[src/rtl/demux_8_dispatch_if.sv]
// Handshake bundle for the 1-to-8 distributor: one upstream word port and
// eight per-channel holding-register outputs.
interface demux_8_dispatch_if #(
    parameter int unsigned WIDTH = 8
);
    localparam int unsigned N_CH = 8;

    logic                    nCS;
    logic [2:0]              addr;
    logic                    bcast;
    logic [WIDTH-1:0]        din;
    logic                    in_valid;
    logic                    in_ready;
    logic [N_CH*WIDTH-1:0]   out_data;
    logic [N_CH-1:0]         out_valid;
    logic [N_CH-1:0]         out_ready;

    // Upstream producer and downstream consumers drive through master.
    modport master (
        output nCS, addr, bcast, din, in_valid, out_ready,
        input  in_ready, out_data, out_valid
    );

    modport slave (
        input  nCS, addr, bcast, din, in_valid, out_ready,
        output in_ready, out_data, out_valid
    );
endinterface

[src/rtl/demux_8_dispatch.sv]
// Registered 1-to-8 distributor: one-entry holding register per channel,
// addressed or broadcast writes, and an accepted-word counter.
module demux_8_dispatch #(
    parameter int unsigned WIDTH = 8,
    parameter int unsigned CNT_W = 16
) (
    input  logic               clk,
    input  logic               nRST,
    demux_8_dispatch_if.slave  bus,
    output logic [CNT_W-1:0]   acc_cnt
);
    localparam int unsigned N_CH = 8;

    logic [N_CH-1:0]       slot_free_c;
    logic [N_CH-1:0]       load_c;
    logic                  in_ready_c;
    logic                  accept_c;

    logic [N_CH-1:0]       valid_d, valid_q;
    logic [N_CH*WIDTH-1:0] data_d,  data_q;
    logic [CNT_W-1:0]      cnt_d,   cnt_q;

    // Acceptance: a slot draining this cycle counts as free; broadcast needs all.
    always_comb begin
        slot_free_c = ~valid_q | bus.out_ready;
        in_ready_c  = 1'b0;
        if (!bus.nCS) begin
            if (bus.bcast) in_ready_c = &slot_free_c;
            else           in_ready_c = slot_free_c[bus.addr];
        end
        accept_c = bus.in_valid & in_ready_c;
        load_c   = '0;
        if (accept_c) begin
            if (bus.bcast) load_c = '1;
            else           load_c = N_CH'(1) << bus.addr;
        end
    end

    // Per-channel full/empty next state and data capture.
    always_comb begin
        valid_d = valid_q;
        data_d  = data_q;
        cnt_d   = cnt_q;
        for (int unsigned i = 0; i < N_CH; i++) begin
            if (load_c[i]) begin
                valid_d[i]              = 1'b1;
                data_d[i*WIDTH +: WIDTH] = bus.din;
            end else if (bus.out_ready[i]) begin
                valid_d[i] = 1'b0;
            end
        end
        if (accept_c) cnt_d = cnt_q + CNT_W'(1);
    end

    // State registers with synchronous active-low reset.
    always_ff @(posedge clk) begin
        if (!nRST) begin
            valid_q <= '0;
            data_q  <= '0;
            cnt_q   <= '0;
        end else begin
            valid_q <= valid_d;
            data_q  <= data_d;
            cnt_q   <= cnt_d;
        end
    end

    assign bus.in_ready  = in_ready_c;
    assign bus.out_valid = valid_q;
    assign bus.out_data  = data_q;
    assign acc_cnt       = cnt_q;
endmodule

[src/flat_wrapper.sv]
// flat-port wrapper written by rule: the top's interface ports become plain ports
module demux_8_dispatch_flat 
#(
    parameter int unsigned WIDTH = 8,
    parameter int unsigned CNT_W = 16
)
  (clk, nRST, acc_cnt, bus_nCS, bus_addr, bus_bcast, bus_din, bus_in_valid, bus_out_ready, bus_in_ready, bus_out_data, bus_out_valid);
  demux_8_dispatch_if #(.WIDTH(WIDTH)) bus_i ();
  input  logic clk;
  input  logic nRST;
  output logic [CNT_W-1:0] acc_cnt;
  input wire logic [$bits(bus_i.nCS)-1:0] bus_nCS;
  input wire logic [$bits(bus_i.addr)-1:0] bus_addr;
  input wire logic [$bits(bus_i.bcast)-1:0] bus_bcast;
  input wire logic [$bits(bus_i.din)-1:0] bus_din;
  input wire logic [$bits(bus_i.in_valid)-1:0] bus_in_valid;
  input wire logic [$bits(bus_i.out_ready)-1:0] bus_out_ready;
  output wire logic [$bits(bus_i.in_ready)-1:0] bus_in_ready;
  output wire logic [$bits(bus_i.out_data)-1:0] bus_out_data;
  output wire logic [$bits(bus_i.out_valid)-1:0] bus_out_valid;
  assign bus_i.nCS = bus_nCS;
  assign bus_i.addr = bus_addr;
  assign bus_i.bcast = bus_bcast;
  assign bus_i.din = bus_din;
  assign bus_i.in_valid = bus_in_valid;
  assign bus_i.out_ready = bus_out_ready;
  assign bus_in_ready = bus_i.in_ready;
  assign bus_out_data = bus_i.out_data;
  assign bus_out_valid = bus_i.out_valid;
  demux_8_dispatch #(.WIDTH(WIDTH), .CNT_W(CNT_W)) u_core (.clk(clk), .nRST(nRST), .bus(bus_i), .acc_cnt(acc_cnt));
endmodule
[config.mk]
export PLATFORM = sky130hd
export DESIGN_NAME = demux_8_dispatch_flat
export DESIGN_NICKNAME = d
export VERILOG_FILES = /design/src/rtl/demux_8_dispatch_if.sv /design/src/rtl/demux_8_dispatch.sv /design/src/flat_wrapper.sv
export SDC_FILE = /design/constraint.sdc
export NUM_CORES = 1
export LEC_CHECK = 0
export CORE_MARGIN = 5
export CORE_UTILIZATION = 45
export CTS_BUF_LIST = sky130_fd_sc_hd__clkbuf_4
export DETAILED_ROUTE_END_ITERATION = 6
export PLACE_DENSITY = 0.77
export SYNTH_ARGS = -nofsm -noshare
export SYNTH_HDL_FRONTEND = slang
export SYNTH_SLANG_ARGS = --single-unit
[constraint.sdc]
create_clock -name clk -period 4.92 [get_ports clk]
set_input_delay 0.492 -clock clk [delete_from_list [all_inputs] [get_ports clk]]
set_output_delay 0.492 -clock clk [all_outputs]
set_load 0.02 [all_outputs]
* Yosys cells after proc, flatten, opt, wreduce, memory -nomap -nowiden
Index checks and enable logic that the tools add are counted.
** Word-level totals
- Logic and storage cells :: 54
- Flip-flop bits (word level) :: 88
- Input bits :: 24
- Output and inout port bits :: 89
** Cells by class
- Shift operators :: 1
- Bitwise gates (word level) :: 3
- Add/subtract/negate cells :: 1
- Order comparisons :: 1
- Muxes and demuxes :: 22
- Reduce and logical (&&, ||, !) cells :: 9
** Operators with widths (count)
- 1-bit two-way mux :: 19
- 16-bit by 1-bit adder with 16-bit output, second input constant :: 1
- 8-bit two-way mux :: 2
- 2-bit nonzero test :: 8
- 8-bit NOT :: 1
- 8-bit bitwise OR :: 1
- 8-bit AND reduction :: 1
- 1-bit by 3-bit << shifter with 8-bit output, first input constant :: 1
- 3-bit by 4-bit < comparator with 1-bit output, second input constant :: 1
- 1-bit binary-select mux with 3-bit select :: 1
- 1-bit AND :: 1

* Longest topological paths before layout
Gate-level depths: netlist of the first run.
- Word-level depth :: 9
- Mapped depth :: 8
- Mapped depth without buffers :: 5

* Worst setup path after synthesis of the first run
OpenSTA, ideal clock, no wires.
- Kind :: input to register
- Start :: input bus_bcast
- End :: register u_core.data_q[32] (netlist: u_core.bus.out_data[32])
- Data required time :: 4.847 ns
- Library setup time :: 0.073 ns
- Arrival time :: 1.967 ns
- Stages :: 8
- Slack :: 2.880 ns
- Buffers on the path :: 3
- Cells stage by stage :: buf_4 -> nand2b_1 -> nor4_1 -> nand4_1 -> buf_2 -> a21oi_2 -> buf_6 -> mux2i_1
** On the way
- Longest elaborated chain between the ends :: 4
- Elaborated cells on any way between the ends :: 5
- Those cells by class :: mux (4); bitwise (1)
** RTL lines
- start, declared :: line flat_wrapper.sv:14 : input wire logic [$bits(bus_i.bcast)-1:0] bus_bcast;
- 1-bit two-way mux :: line demux_8_dispatch.sv:28 : if (bus.bcast) in_ready_c = &slot_free_c;
- 1-bit two-way mux :: line demux_8_dispatch.sv:27 : if (!bus.nCS) begin
- 1-bit AND :: line demux_8_dispatch.sv:31 : accept_c = bus.in_valid & in_ready_c;
- 8-bit two-way mux * :: line demux_8_dispatch.sv:33 : if (accept_c) begin
- end signal, assigned :: line demux_8_dispatch.sv:63 : data_q <= data_d;
- end, declared :: line demux_8_dispatch.sv:20 : logic [N_CH*WIDTH-1:0] data_d, data_q;
Every way passes the cells marked *; elsewhere a longest branch is shown, timed or not.
A chain may end at the register's enable or synchronous reset.

* Worst setup path in the final report of the first run
- Start :: input bus_addr[1]
- End :: output bus_in_ready
** On the way
- Longest elaborated chain between the ends :: 4
** RTL lines
- start, declared :: line flat_wrapper.sv:13 : input wire logic [$bits(bus_i.addr)-1:0] bus_addr;
- 1-bit binary-select mux with 3-bit select :: line demux_8_dispatch.sv:29 : else in_ready_c = slot_free_c[bus.addr];
- 1-bit two-way mux (not written as such) :: line demux_8_dispatch.sv:29
- 1-bit two-way mux :: line demux_8_dispatch.sv:28
- 1-bit two-way mux :: line demux_8_dispatch.sv:27
- end, declared :: line flat_wrapper.sv:18 : output wire logic [$bits(bus_i.in_ready)-1:0] bus_in_ready;
Every way passes these cells. The select of a mux whose other input is x is not followed.

==> results of run 1 <==
-- metal layers --
| layer | GRT usage [%] | wire length [um] | up-vias |
|---|---|---|---|
| li1 | - | - | 1538 |
| met3 | 10.3 | 1060 | 13 |
| met2 | 29.1 | 4420 | 127 |
| met1 | 23.6 | 4120 | 1482 |
| met5 | 0 | 0 | - |
| met4 | 6.13 | 153 | 0 |
-- layout by cell type, fill, tap and decap left out, types with 2 or more instances in the layout --
cell type / Yosys / layout
nor4_1: 2 / 2
inv_6: 0 / 3
inv_1: 4 / 4
nor3_1: 2 / 2
nand3_1: 8 / 8
a21oi_2: 4 / 4
bufinv_16: 0 / 2
mux2i_1: 77 / 77
buf_4: 1 / 4
nor2b_1: 7 / 7
and3_1: 4 / 4
dfxtp_1: 88 / 88
o21a_1: 7 / 7
nand2b_1: 18 / 18
a31oi_1: 6 / 6
a21oi_1: 20 / 20
clkdlybuf4s50_1: 0 / 111
clkbuf_4: 0 / 9
and4_1: 3 / 3
o21ai_0: 2 / 2
nor2_1: 3 / 3
nand2_1: 91 / 91
mux4_2: 2 / 2
nand4_1: 6 / 6
-- state kept, by name (all words and copies together), names as in the netlist --
name                  cells
u_core.bus.out_valid      8
u_core.bus.out_data      64
u_core.acc_cnt           16
-- final cells by class --
class / instances / share of cell area [%]
clock inverters: 6 / 1.82
well taps: 105 / 2.62
inverters: 5 / 0.374
flip-flops and latches: 88 / 35.1
repair buffers: 115 / 22.7
clock buffers: 9 / 1.35
multi-input cells: 271 / 36.0
-- power breakdown --
| group | internal (mW) | switching, mW | leakage, nW |
|---|---|---|---|
| Combinational | 0.104 | 0.127 | 0.996 |
| Clock | 0.208 | 0.249 | 0.0872 |
| Sequential | 0.741 | 0.0169 | 0.714 |
-- path summary, 6_finish.rpt --
| check | start | endpoint | depth (start not counted) |
|---|---|---|---|
| hold / removal | u_core.bus.out_data[50]$_SDFFE_PN0P_ | u_core.bus.out_data[50]$_SDFFE_PN0P_ | 2 |
| setup / recovery | bus_addr[1] | bus_in_ready | 6 |
| setup reg to reg | u_core.bus.out_valid[4]$_SDFFE_PN0P_ | u_core.bus.out_data[6]$_SDFFE_PN0P_ | 6 |
| hold reg to reg | u_core.bus.out_data[50]$_SDFFE_PN0P_ | u_core.bus.out_data[50]$_SDFFE_PN0P_ | 2 |
-- cells by family (layout without fill, tap and decap cells) --
kind of cell | count (synthesis) | after routing
buffers and inverters | 33 | 135
adder cells (fa/ha/maj) | 1 | 1
flip-flops | 88 | 88
AND/OR/NAND/NOR | 145 | 145
AO/OA/AOI/OAI | 46 | 46
multiplexers | 79 | 79
-- per-stage QoR --
step	utilization [%]	hold WS (ps)	instance area [sq um]	setup WS (ps)	instances
finish	61.4	467	5020	1860	599
global route	61.4	491	5020	1760	599
CTS	61.4	469	5020	1870	599
detailed placement	59.5	448	4860	1600	584
global placement	59.5	441	4860	1750	584
floorplan	-	533	3740	2880	392
-- worst min-delay path: stages (launching register included) --
cell and delay, ps:
dfxtp_1 330, nand2_1 50, mux2i_1 50
==> results summary, run 1 <==
The flow ran to the end, and the final reports show no timing, DRC or antenna violations. Based on the critical path, the design can be clocked at up to 326 MHz. In this run the worst hold path is classified as reg2reg. The largest total area in the synthesized netlist belongs to dfxtp_1. The measured slew at the worst slew-check pin is 1100 ps. The number of DRC violations after detailed-routing iteration 0 is 167.

The number of warnings issued by yosys came out at 0. The xor and xnor fraction of the mapped netlist area is 0%. The number of diodes came out at 0. The area of the multi-input gates came out at 1810 sq um. The area enclosed by the die boundary is 10,200 sq um. The mean cell area of the mapped netlist is 9.55 sq um. The clock arrives with 15.9 ps of skew. The count of pins over their slew limit is 0. Among all stages on the critical path, the largest delay is contributed by clkdlybuf4s50_1. The overall routed net length came out at 9760 um. The clock sink total is 88. The maximum fanout along the worst path came out at 6.

The post-route clock period utilization came out at 62.3%. The clock period minus final worst setup slack came out at 3060 ps. The critical path class is in2out.

The routability congestion estimate came out at 0.843. The area share of fa/ha/maj cells after synthesis came out at 0.334%. The number of global-route vias before repair is 3,123.

Among cell families on the critical path, the largest total delay comes from buffers and inverters. Setup repair after global routing left no endpoint under its margin. The count of boundary I/O pins came out at 113. The final route contains 3,160 vias. The register-to-register setup slack is 2280 ps. The count of cells resized by post-cts repair is 0. The synthesized netlist devotes 8.36% of its cell area to compound gates. nand2_1 is the most common cell in the netlist. Buffers added to address setup during post-CTS repair amount to 0. The layout filler cell count is 727. The wire length of the first global-routing pass came out at 15,500 um. The remaining global-route overflow is 0. The first detailed-routing pass ran for 5 iterations. The maximum level of the CTS H-tree came out at 3. The tree is rooted in a clkbuf_4. The maximum vdd drop came out at 201 uV.

The number of buffer cells added on primary ports came out at 112. The synthesized cell area came out at 3740 sq um. After the last flow step, the layout net total stands at 515. The number of distinct library cell variants in the gate-level netlist after synthesis came out at 33.

The worst endpoint required time is 4430 ps. STA classifies the critical path endpoint as a primary output. The number of flops mapped to enable cells by yosys came out at 0.

The initial antenna violation count came out at 0. In the synthesized netlist, mux cells make up 21.8% of the area. The number of nets still failing antenna checks after routing is 0. Setup violations remaining at the end of the flow were counted as 0. The share of final-layout standard cells stronger than drive strength 1 came out at 5.47%. After synthesis the netlist holds a flip-flop and latch count of 88. The maximum number of buffers from clock root to sink is 2. The area of all sequential standard cells came out at 1760 sq um. Max-cap violations in this run came to 0. For this configuration, the core starts out at a cell density of 45.8%. When the netlist entered floorplanning its net count stood at 417. The clock insertion delay at the later pin of the skew report is 430 ps. The global routing usage summed across all routing layers came out at 19.2%. The total CTS buffers came out at 9. By area the synthesized netlist is led by dfxtp_1 47%, mux2i_1 21%, nand2_1 9.1%. The post-detailed-route via-to-cell ratio is 5.28.

The core box area came out at 8180 sq um. After synthesis, the largest area contributor takes up 47.1% of total cell area. The total DRC errors in the routed layout came out at 0. The leakage power is 1.80 nW. The count of final hold-check violations came out at 0. The area fraction in and, or, nand and nor cells after synthesis is 17.8%. Dividing total power by cell area gives a power density of 288 nW/um^2. The pin count of the biggest net entering global routing came out at 70. In the synthesized netlist, the number of instances is 392. Once detailed placement completed, the half-perimeter wirelength came to 6910 um.

The CTS tree is done. The area growth from synthesis to final layout is 34.1%. After synthesis, the largest family of logic cells by area is multiplexers. The biggest cell delay along the critical path is 610 ps.

The die is 101 um tall. Overall power consumption after layout is estimated at 1.45 mW. The critical path goes through clkdlybuf4s50_1, mux4_2, nand2_1, o211ai_1, nand2_1, clkdlybuf4s50_1. Of all flip-flops after synthesis, the portion carrying an async set or reset was 0%. The count of hold buffers inserted by post-cts repair is 0. The die span in x came out at 101 um. By count the netlist is led by 91 x nand2_1, 88 x dfxtp_1, 77 x mux2i_1. The relative slew slack is 26.5%. The average routed wire per standard cell came out at 16.3 um. The clock-pin slew on the worst setup and hold paths came out at 130 ps. The count of buffer and inverter cells on the critical path came out at 2. The main flop type after synthesis is dfxtp_1. STA classifies the critical path startpoint as an input port. The number of standard-cell rows in the floorplan came out at 33. The part of the Yosys area used for sequential elements came out at 47.1%. The data arrival at the endpoint of the critical path came out at 2570 ps. For the final routed database, the setup TNS stands at 0 ps.
No activity file was read; power rests on OpenSTA's default activity.
==> run 2: changes to the inputs <==
clock period = 3.15 ns   (was 4.92 ns; I/O delays follow)
==> run 2 against run 1 <==
Worst hold slack got worse by 27 ps. Non-clock buffer count increased by 7. Die area unchanged. Critical path depth unchanged. Core utilization increased by 0.58 points. Register-to-register slack got worse by 1400 ps. Via count increased by 0.54%. Clock power increased by 49%. First-iteration DRC count decreased by 33%. Combinational power increased by 58%. Power increased by 54%. Cell area increased by 0.95%. Largest cell class unchanged. Largest power group unchanged.
==> results summary, run 2 (synthesized netlist as in run 1, its figures left out) <==
The flow ran to the end, and the final reports show no timing, DRC or antenna violations. The worst endpoint required time came out at 2830 ps. The clock tree synthesis step divided the H-tree into 3 levels. The routed layout has 3,177 vias. The average routed wire per standard cell is 15.8 um. The count of boundary I/O pins came out at 113. The count of pins over their slew limit is 0. The tree is rooted in a clkbuf_4.

The number of nets still failing antenna checks after routing came out at 0. The clock period minus final worst setup slack is 2680 ps. In this run switching power makes up 28.9% of total power. Row generation in the floorplan step produced 33 rows. The HPWL after detailed placement is 6920 um. The core box area came out at 8180 sq um. After detailed routing, the number of remaining DRC violations is 0. The number of nets in the layout came out at 522. Setup repair after global routing left no endpoint under its margin. The number of global-route vias before repair was 3,111. The pin count of the biggest net entering global routing is 76. The maximum operating frequency is 373 MHz. The data arrival at the endpoint of the critical path is 2370 ps.

The number of diodes is 0. The total power per unit cell area came out at 440 nW/um^2. IR analysis of the VDD net gives a maximum drop of 307 uV. The initial antenna violation count came to 0. The internal power of the cells came out at 1.59 mW. The post-detailed-route via-to-cell ratio came out at 5.23.

STA classifies the critical path endpoint as a primary output. The clock-pin slew on the worst setup and hold paths is 150 ps. The die span in x came out at 101 um. The cell at the slowest stage of the critical path is clkdlybuf4s50_1. The number of clock buffers added by TritonCTS is 9. TritonCTS built the clock tree. The number of buffer cells added on primary ports is 112.

The overall routed net length is 9620 um. The count of final hold-check violations came out at 0. Global routing used 18.9% of the available tracks across all layers. The area growth from synthesis to final layout is 35.4%. The layout filler cell count came out at 684. The count of hold buffers inserted by post-cts repair came out at 0.

The number of DRC violations after detailed-routing iteration 0 is 112. The area enclosed by the die boundary is 10,200 sq um. In this run, the combinational gates consume 16.4% of the power. The first global-routing pass estimated 15,500 um of wire. At the placement stage, the worst setup path has a slack of 391 ps. The count of cells resized by post-cts repair came out at 0. The worst setup path is launched from an input port. The power spent charging and discharging nets is 0.644 mW. The clock group share of total power came out at 30.5%. On the worst path, the slowest cell contributes a delay of 600 ps. For this configuration, the core starts out at a cell density of 45.8%. The relative slew slack came out at 52.5%.

The summed negative setup slack over all endpoints is 0 ps. The most common library cell in the layout ignoring fill and taps is clkdlybuf4s50_1. The final setup violation count is 0. The buffers inserted during post-CTS setup optimization is 0. The clock skew came out at 17.5 ps. The routability congestion estimate is 0.788.

After global routing the overflow that remains totals 0. The leakage power is 1.83 nW. The maximum number of buffers from clock root to sink is 2. The share of final-layout standard cells stronger than drive strength 1 came out at 6.97%. Sequential cells account for 53.1% of the total power. The die height is 101 um. The measured slew at the worst slew-check pin came out at 713 ps. The maximum fanout along the worst path is 6. The clock insertion delay at the later pin of the skew report came out at 420 ps. The number of iterations in the first detailed-routing pass came out at 4.

The post-route clock period utilization came out at 85.1%. In the layout the commonest cells are 111 x clkdlybuf4s50_1, 91 x nand2_1, 88 x dfxtp_1. The max-capacitance violation count came out at 0.

The flip-flop count of the largest register after layout came out at 64. The critical path is of the in2out type. The min-delay analysis places its worst path in the category in2reg. For flop-to-flop paths, the worst setup slack is 870 ps. The critical path goes through clkdlybuf4s50_1, mux4_2, nand2_1, o211ai_1, nand2_1, clkdlybuf4s50_1.

The final critical-path setup slack came out at 468 ps. CTS saw 88 sinks.
-- run 2: cell count changes in the layout (fill, tap and decap cells not counted) --
cell,change
buf_4,+7
clkinvlp_4,+1
clkinv_2,-1
inv_6,-1
bufinv_16,-1
inv_8,+2
clkinv_4,+1
-- run 2: per-layer routing --
layer	track usage, %	wire length [um]
met1	24.6	4190
met2	28.7	4410
met3	7.23	870
met4	6.75	151
met5	0	0
-- run 2: final cells by class --
cell class	instances	area (sq um)	area share, %
timing repair buffer	122	1190	23.6
tap	105	131	2.59
clock inverter	7	86.3	1.70
multi-input combinational	271	1810	35.7
sequential	88	1760	34.8
inverter	5	18.8	0.370
clock buffer	9	67.6	1.33
-- run 2: path summary, 6_finish.rpt --
kind	from	cells past startpoint	end
hold reg to reg	u_core.bus.out_data[49]$_SDFFE_PN0P_	2	u_core.bus.out_data[49]$_SDFFE_PN0P_
setup reg to reg	u_core.bus.out_valid[4]$_SDFFE_PN0P_	7	u_core.bus.out_data[13]$_SDFFE_PN0P_
setup / recovery	bus_addr[1]	6	bus_in_ready
hold / removal	nRST	3	u_core.acc_cnt[15]$_SDFFE_PN0P_
-- run 2: worst max-delay path: cells and delay by family --
kind	cells	cell delay [ps]
buffers and inverters	2	1190
multiplexers	1	590
AND/OR/NAND/NOR	2	170
AO/OA/AOI/OAI	1	90
-- run 2: per-stage QoR --
stage               cell area (sq um)  hold slack [ps]  util, %  total power, mW  cells
global placement                 4910              442     60.1             1.57    591
floorplan                        3740              533        -             1.42    392
finish                           5070              440     62.0             2.23    607
CTS                              5070              432     62.0             2.25    607
global route                     5070              461     62.0             2.33    607
detailed placement               4910              447     60.1             1.58    591
-- run 2: power groups by stage --
| stage | Clock [mW] | Combinational, mW | Sequential, mW |
|---|---|---|---|
| final | 0.680 | 0.366 | 1.18 |
| after global routing | 0.748 | 0.392 | 1.19 |
| after CTS | 0.695 | 0.370 | 1.19 |
| after detailed placement | 0 | 0.368 | 1.21 |
| after global placement | 0 | 0.362 | 1.21 |
| after floorplan | 0 | 0.155 | 1.26 |
==> variant 1 (config.mk and constraints of run 2) <==
`data_q` no longer has a reset.
--- a/src/rtl/demux_8_dispatch.sv
+++ b/src/rtl/demux_8_dispatch.sv
@@ -56,13 +56,15 @@
     always_ff @(posedge clk) begin
         if (!nRST) begin
             valid_q <= '0;
-            data_q  <= '0;
             cnt_q   <= '0;
         end else begin
             valid_q <= valid_d;
-            data_q  <= data_d;
             cnt_q   <= cnt_d;
         end
+    end
+
+    always_ff @(posedge clk) begin
+        data_q <= data_d;
     end
 
     assign bus.in_ready  = in_ready_c;
Behaviour: not the same (Yosys sat finds a counterexample within 4 cycles, from zero or initial values and one cycle with nRST low).
==> variant 1 against run 2 <==
Area after synthesis shrank 6.5%. Setup slack worse by 0.057 ns. Sequential share of layout area rose by 15 points. Sequential cell count is the same. Total power fell by 2.6%. Final area is 4.1% lower. Largest power group unchanged. Clock power decreased by 11%. Critical path depth unchanged. Via count shrank 21%. Routed wire length down 15%.
==> variant 1: results (changes against run 2) <==
[status]
status = completed

[power]
power.leakage_nw = 1.727  ; -5.5%
peakVddDrop_mv = 0.1944  ; -37%

[synth]
synthArstFlopShare_pct = 0  ; unchanged
synth_area_leaders = edfxtp_1 (55%), dfxtp_1 (14%), mux2i_1 (4.0%)
yosysSeqAreaShare_pct = 68.64  ; +22 points
synthTopCellsByCount = edfxtp_1 (64), dfxtp_1 (24), nand2b_1 (22), nand2_1 (19)
yosys_warnings = 0  ; unchanged
synth-edff-count = 64  ; +64
synth.net_count = 277  ; -34%
yosys.cell_types.count = 38  ; +15%

[critical_path]
worstPathMaxFanout = 11  ; +5
crit_path_max_incr_delay_ns = 0.58  ; -0.02 ns
path_delay_family = buffers and inverters
ff2ff_path_depth = 5  ; -2
r2r_end = u_core.bus.out_data[50]$_DFFE_PP_
worst_path_max_delay_cell = clkdlybuf4s50_1
critPathKind = in2out
endpoint = bus_in_ready
worstSetupStartpoint = bus_addr[0]
r2r_start = u_core.bus.out_valid[4]$_SDFFE_PN0P_
r2r_setup_slack_ns = 1.04  ; +0.17 ns

[detailed_routing]
drtIter0Drc = 221  ; +97%
route.layer.met1.wl_microns = 3284  ; -22%
wl_microns = 8200  ; -15%
route.top_layer_used = met4
vias_per_cell = 5.284  ; +0.96%
dr_wl_met2_microns = 3918  ; -11%
dr.pass1.iters = 4  ; unchanged
wl_met3_microns = 877  ; +0.80%

[min_path]
hold_depth = 2  ; -1
holdPathEnd = u_core.acc_cnt[15]$_SDFFE_PN0P_
min_path_type = reg2reg
hold_start = u_core.acc_cnt[15]$_SDFFE_PN0P_

[placed_design]
place_area_sq_um = 4718  ; -4.0%
place.gp.congestion = 0.8285  ; +5.2%
place_hpwl_microns = 6015  ; -13%
portBuffers = 112  ; unchanged

[cells_and_area]
nFillCells = 586  ; -14%
nets = 393  ; -25%
diodes = 0  ; unchanged
largest_reg_flops = 64  ; unchanged
area_delta_synth_final_pct = 38.90
drive_gt1_share_pct = 8.579  ; +1.6 points

[clock_network]
post-cts-setup-buffer-count = 0  ; unchanged
cts_made_buffers = 9  ; unchanged
clk_pin_slew_ns = 0.16
postCtsResizedCells = 0  ; unchanged
cts.path.max_buffers = 2  ; unchanged
clock_latency_ns = 0.44  ; +0.02 ns

[global_route]
grt_max_degree = 30  ; -61%
grt_use_met2_pct = 28.12  ; -0.61 points
grt_use_met1_pct = 21.04  ; -3.5 points
antenna_found_initial = 0  ; unchanged
grt_pass1_wl_microns = 12690  ; -18%
use_met3_pct = 5.214  ; -2.0 points
track_usage_pct = 17.03  ; -1.9 points
grt_pass1_vias = 2466  ; -21%

[sta]
tightestPinTransition_ns = 0.4456  ; -0.2674 ns
clock_skew_ns = 0.01909  ; +0.001630 ns

variant 1: cell types whose count changed in the layout (fill, tap and decap cells not counted), moves of 4 or more:
cell | run 2 | this run
inv_1 | 4 | 10
dfxtp_1 | 88 | 24
nand2b_1 | 18 | 22
mux2i_1 | 77 | 14
nor2b_1 | 7 | 2
o21a_1 | 7 | 0
o211ai_2 | 0 | 4
nand2_1 | 91 | 19
a21oi_1 | 20 | 14
a211o_1 | 0 | 9
edfxtp_1 | 0 | 64
buf_4 | 11 | 4
variant 1: cell type report:
class	instances	area share, %
inverters	12	0.9266
well taps	102	2.625
clock inverters	7	1.544
repair buffers	116	23.68
multi-input cells	141	20.41
flip-flops and latches	88	49.42
clock buffers	9	1.390
variant 1: cells by family (layout without fill, tap and decap cells):
family / count (synthesis) / count (layout) / synth area share (%)
simple gates: 78 / 78 / 12.58
flops: 88 / 88 / 68.64
buf+inv: 23 / 144 / 3.003
fa+ha+maj: 1 / 1 / 0.3575
compound gates: 48 / 48 / 11.41
mux: 14 / 14 / 4.004
variant 1: power by group:
part	internal (mW)	switching [mW]
clock network	0.189	0.419
registers	1.29	0.0150
logic	0.113	0.152
variant 1: stage by stage:
stage / cells / hold WS [ns] / setup WS (ns) / total power, mW
after floorplan: 252 / 0.4139 / 1.185 / 1.454
after global placement: 459 / 0.4576 / 0.4435 / 1.588
after detailed placement: 459 / 0.4699 / 0.3865 / 1.593
after CTS: 475 / 0.4924 / 0.4207 / 2.191
after global routing: 475 / 0.5183 / 0.2565 / 2.268
final: 475 / 0.4879 / 0.4109 / 2.174
variant 1: worst min-delay path, cell delays in order, from the launching register on:
cell,delay (ns)
dfxtp_1,0.35
nand2_1,0.05
mux2i_1,0.06
==> variant 2 (settings of run 2) <==
Made on the original files. `WIDTH` is set to 8 in 3 places; all go to 10.
--- a/src/rtl/demux_8_dispatch_if.sv
+++ b/src/rtl/demux_8_dispatch_if.sv
@@ -1,7 +1,7 @@
 // Handshake bundle for the 1-to-8 distributor: one upstream word port and
 // eight per-channel holding-register outputs.
 interface demux_8_dispatch_if #(
-    parameter int unsigned WIDTH = 8
+    parameter int unsigned WIDTH = 10
 );
     localparam int unsigned N_CH = 8;
 
--- a/src/rtl/demux_8_dispatch.sv
+++ b/src/rtl/demux_8_dispatch.sv
@@ -1,7 +1,7 @@
 // Registered 1-to-8 distributor: one-entry holding register per channel,
 // addressed or broadcast writes, and an accepted-word counter.
 module demux_8_dispatch #(
-    parameter int unsigned WIDTH = 8,
+    parameter int unsigned WIDTH = 10,
     parameter int unsigned CNT_W = 16
 ) (
     input  logic               clk,
--- a/src/flat_wrapper.sv
+++ b/src/flat_wrapper.sv
@@ -1,7 +1,7 @@
 // flat-port wrapper written by rule: the top's interface ports become plain ports
 module demux_8_dispatch_flat 
 #(
-    parameter int unsigned WIDTH = 8,
+    parameter int unsigned WIDTH = 10,
     parameter int unsigned CNT_W = 16
 )
   (clk, nRST, acc_cnt, bus_nCS, bus_addr, bus_bcast, bus_din, bus_in_valid, bus_out_ready, bus_in_ready, bus_out_data, bus_out_valid);
Ports: changed (resized bus_din and bus_out_data); port bits go from 113 to 131. The function was not compared with the original's and may differ.
==> variant 2 against run 2 <==
Total power increased by 15%. Non-clock buffer count increased by 20. Fmax decreased by 11%. Final area increased by 15%. Area after synthesis increased by 15%. Sequential cell count increased by 16. Routed wire length increased by 30%. Setup slack got worse by 0.34 ns. Critical endpoint unchanged.
==> variant 2: results (changes against run 2) <==
[sta]
slew_headroom_pct = 53.78  ; +1.3 points
clock_skew_ns = 0.01740  ; -0.00006200 ns

[placed_design]
place.gp.congestion = 0.8360  ; +6.1%
place_hpwl_microns = 8976  ; +30%
portBuffers = 130  ; +16%
dp.cells = 720  ; +22%
pre_cts_ws_ns = 0.1532  ; -0.2380 ns
place_area_sq_um = 5692  ; +16%

[power]
power.leakage_nw = 1.982  ; +8.5%
switching_share_pct = 27.69  ; -1.2 points
peakVddDrop_mv = 0.2420  ; -21%

[critical_path]
worstPathMaxFanout = 7  ; +1
worstPathArrival_ns = 2.71  ; +0.34 ns

[detailed_routing]
drtIter0Drc = 168  ; +50%
dr_wl_met2_microns = 5888  ; +34%
vias_per_cell = 5.435  ; +3.8%
route.layer.met1.wl_microns = 5352  ; +28%
wl_microns = 12520  ; +30%
dr.pass1.iters = 5  ; +1

[global_route]
grt_pass1_wl_microns = 19210  ; +24%
grt_pass1_vias = 3719  ; +20%
use_met3_pct = 6.599  ; -0.63 points
grt_use_met1_pct = 27.18  ; +2.6 points
grt_use_met2_pct = 33.75  ; +5.0 points
track_usage_pct = 20.96  ; +2.1 points

[synth]
synth_area_leaders = dfxtp_1 (49%), mux2i_1 (9.8%), nand3_1 (5.7%)
yosys.cell_types.count = 38  ; +15%
synthCells = 489  ; +25%
synthTopCellsByCount = dfxtp_1 (104), nand2_1 (64), nand3_1 (49), a21oi_1 (48), o21ai_0 (45)
synth.net_count = 516  ; +24%

[cells_and_area]
instances_no_fill = 734  ; +21%
nets = 629  ; +20%

[clock_network]
clock_latency_ns = 0.44  ; +0.02 ns

[status]
status = completed

-- variant 2: path summary, 6_finish.rpt --
kind	from	end	slack (ns)	cells past startpoint
min reg2reg	u_core.bus.out_data[46]$_SDFFE_PN0P_	u_core.bus.out_data[46]$_SDFFE_PN0P_	0.47	2
min	nRST	u_core.acc_cnt[0]$_SDFFE_PN0P_	0.24	3
max	bus_addr[1]	bus_in_ready	0.13	7
max reg2reg	u_core.bus.out_valid[0]$_SDFFE_PN0P_	u_core.acc_cnt[9]$_SDFFE_PN0P_	0.69	7
-- variant 2: critical path, cell delays in order --
cell,delay [ns]
clkdlybuf4s50_1,0.55
inv_2,0.17
mux4_2,0.55
nor4b_4,0.32
nor3_2,0.08
inv_1,0.10
clkdlybuf4s50_1,0.62
-- variant 2: kinds of logic after synthesis --
family	share of synthesized area, %
simple gates	19.80
compound gates	15.74
flops	48.58
buf+inv	4.525
mux	10.86
xor+xnor	0.2044
fa+ha+maj	0.2919
-- variant 2: power by group through the flow --
stage          logic, mW  registers, mW  clock network, mW
3_3_place_gp       0.419           1.41                  0
4_1_cts            0.427           1.39              0.762
6_report           0.426           1.39              0.750
2_1_floorplan      0.184           1.46                  0
3_5_place_dp       0.425           1.41                  0
5_1_grt            0.455           1.39              0.822
-- variant 2: area by class of cell --
| class | instances | area, sq um |
|---|---|---|
| clock buffer | 9 | 67.56 |
| multi-input combinational | 339 | 2014 |
| tap | 129 | 161.4 |
| timing repair buffer | 142 | 1411 |
| sequential | 104 | 2082 |
| fill | 824 | 3441 |
| clock inverter | 5 | 83.83 |
| inverter | 6 | 22.52 |
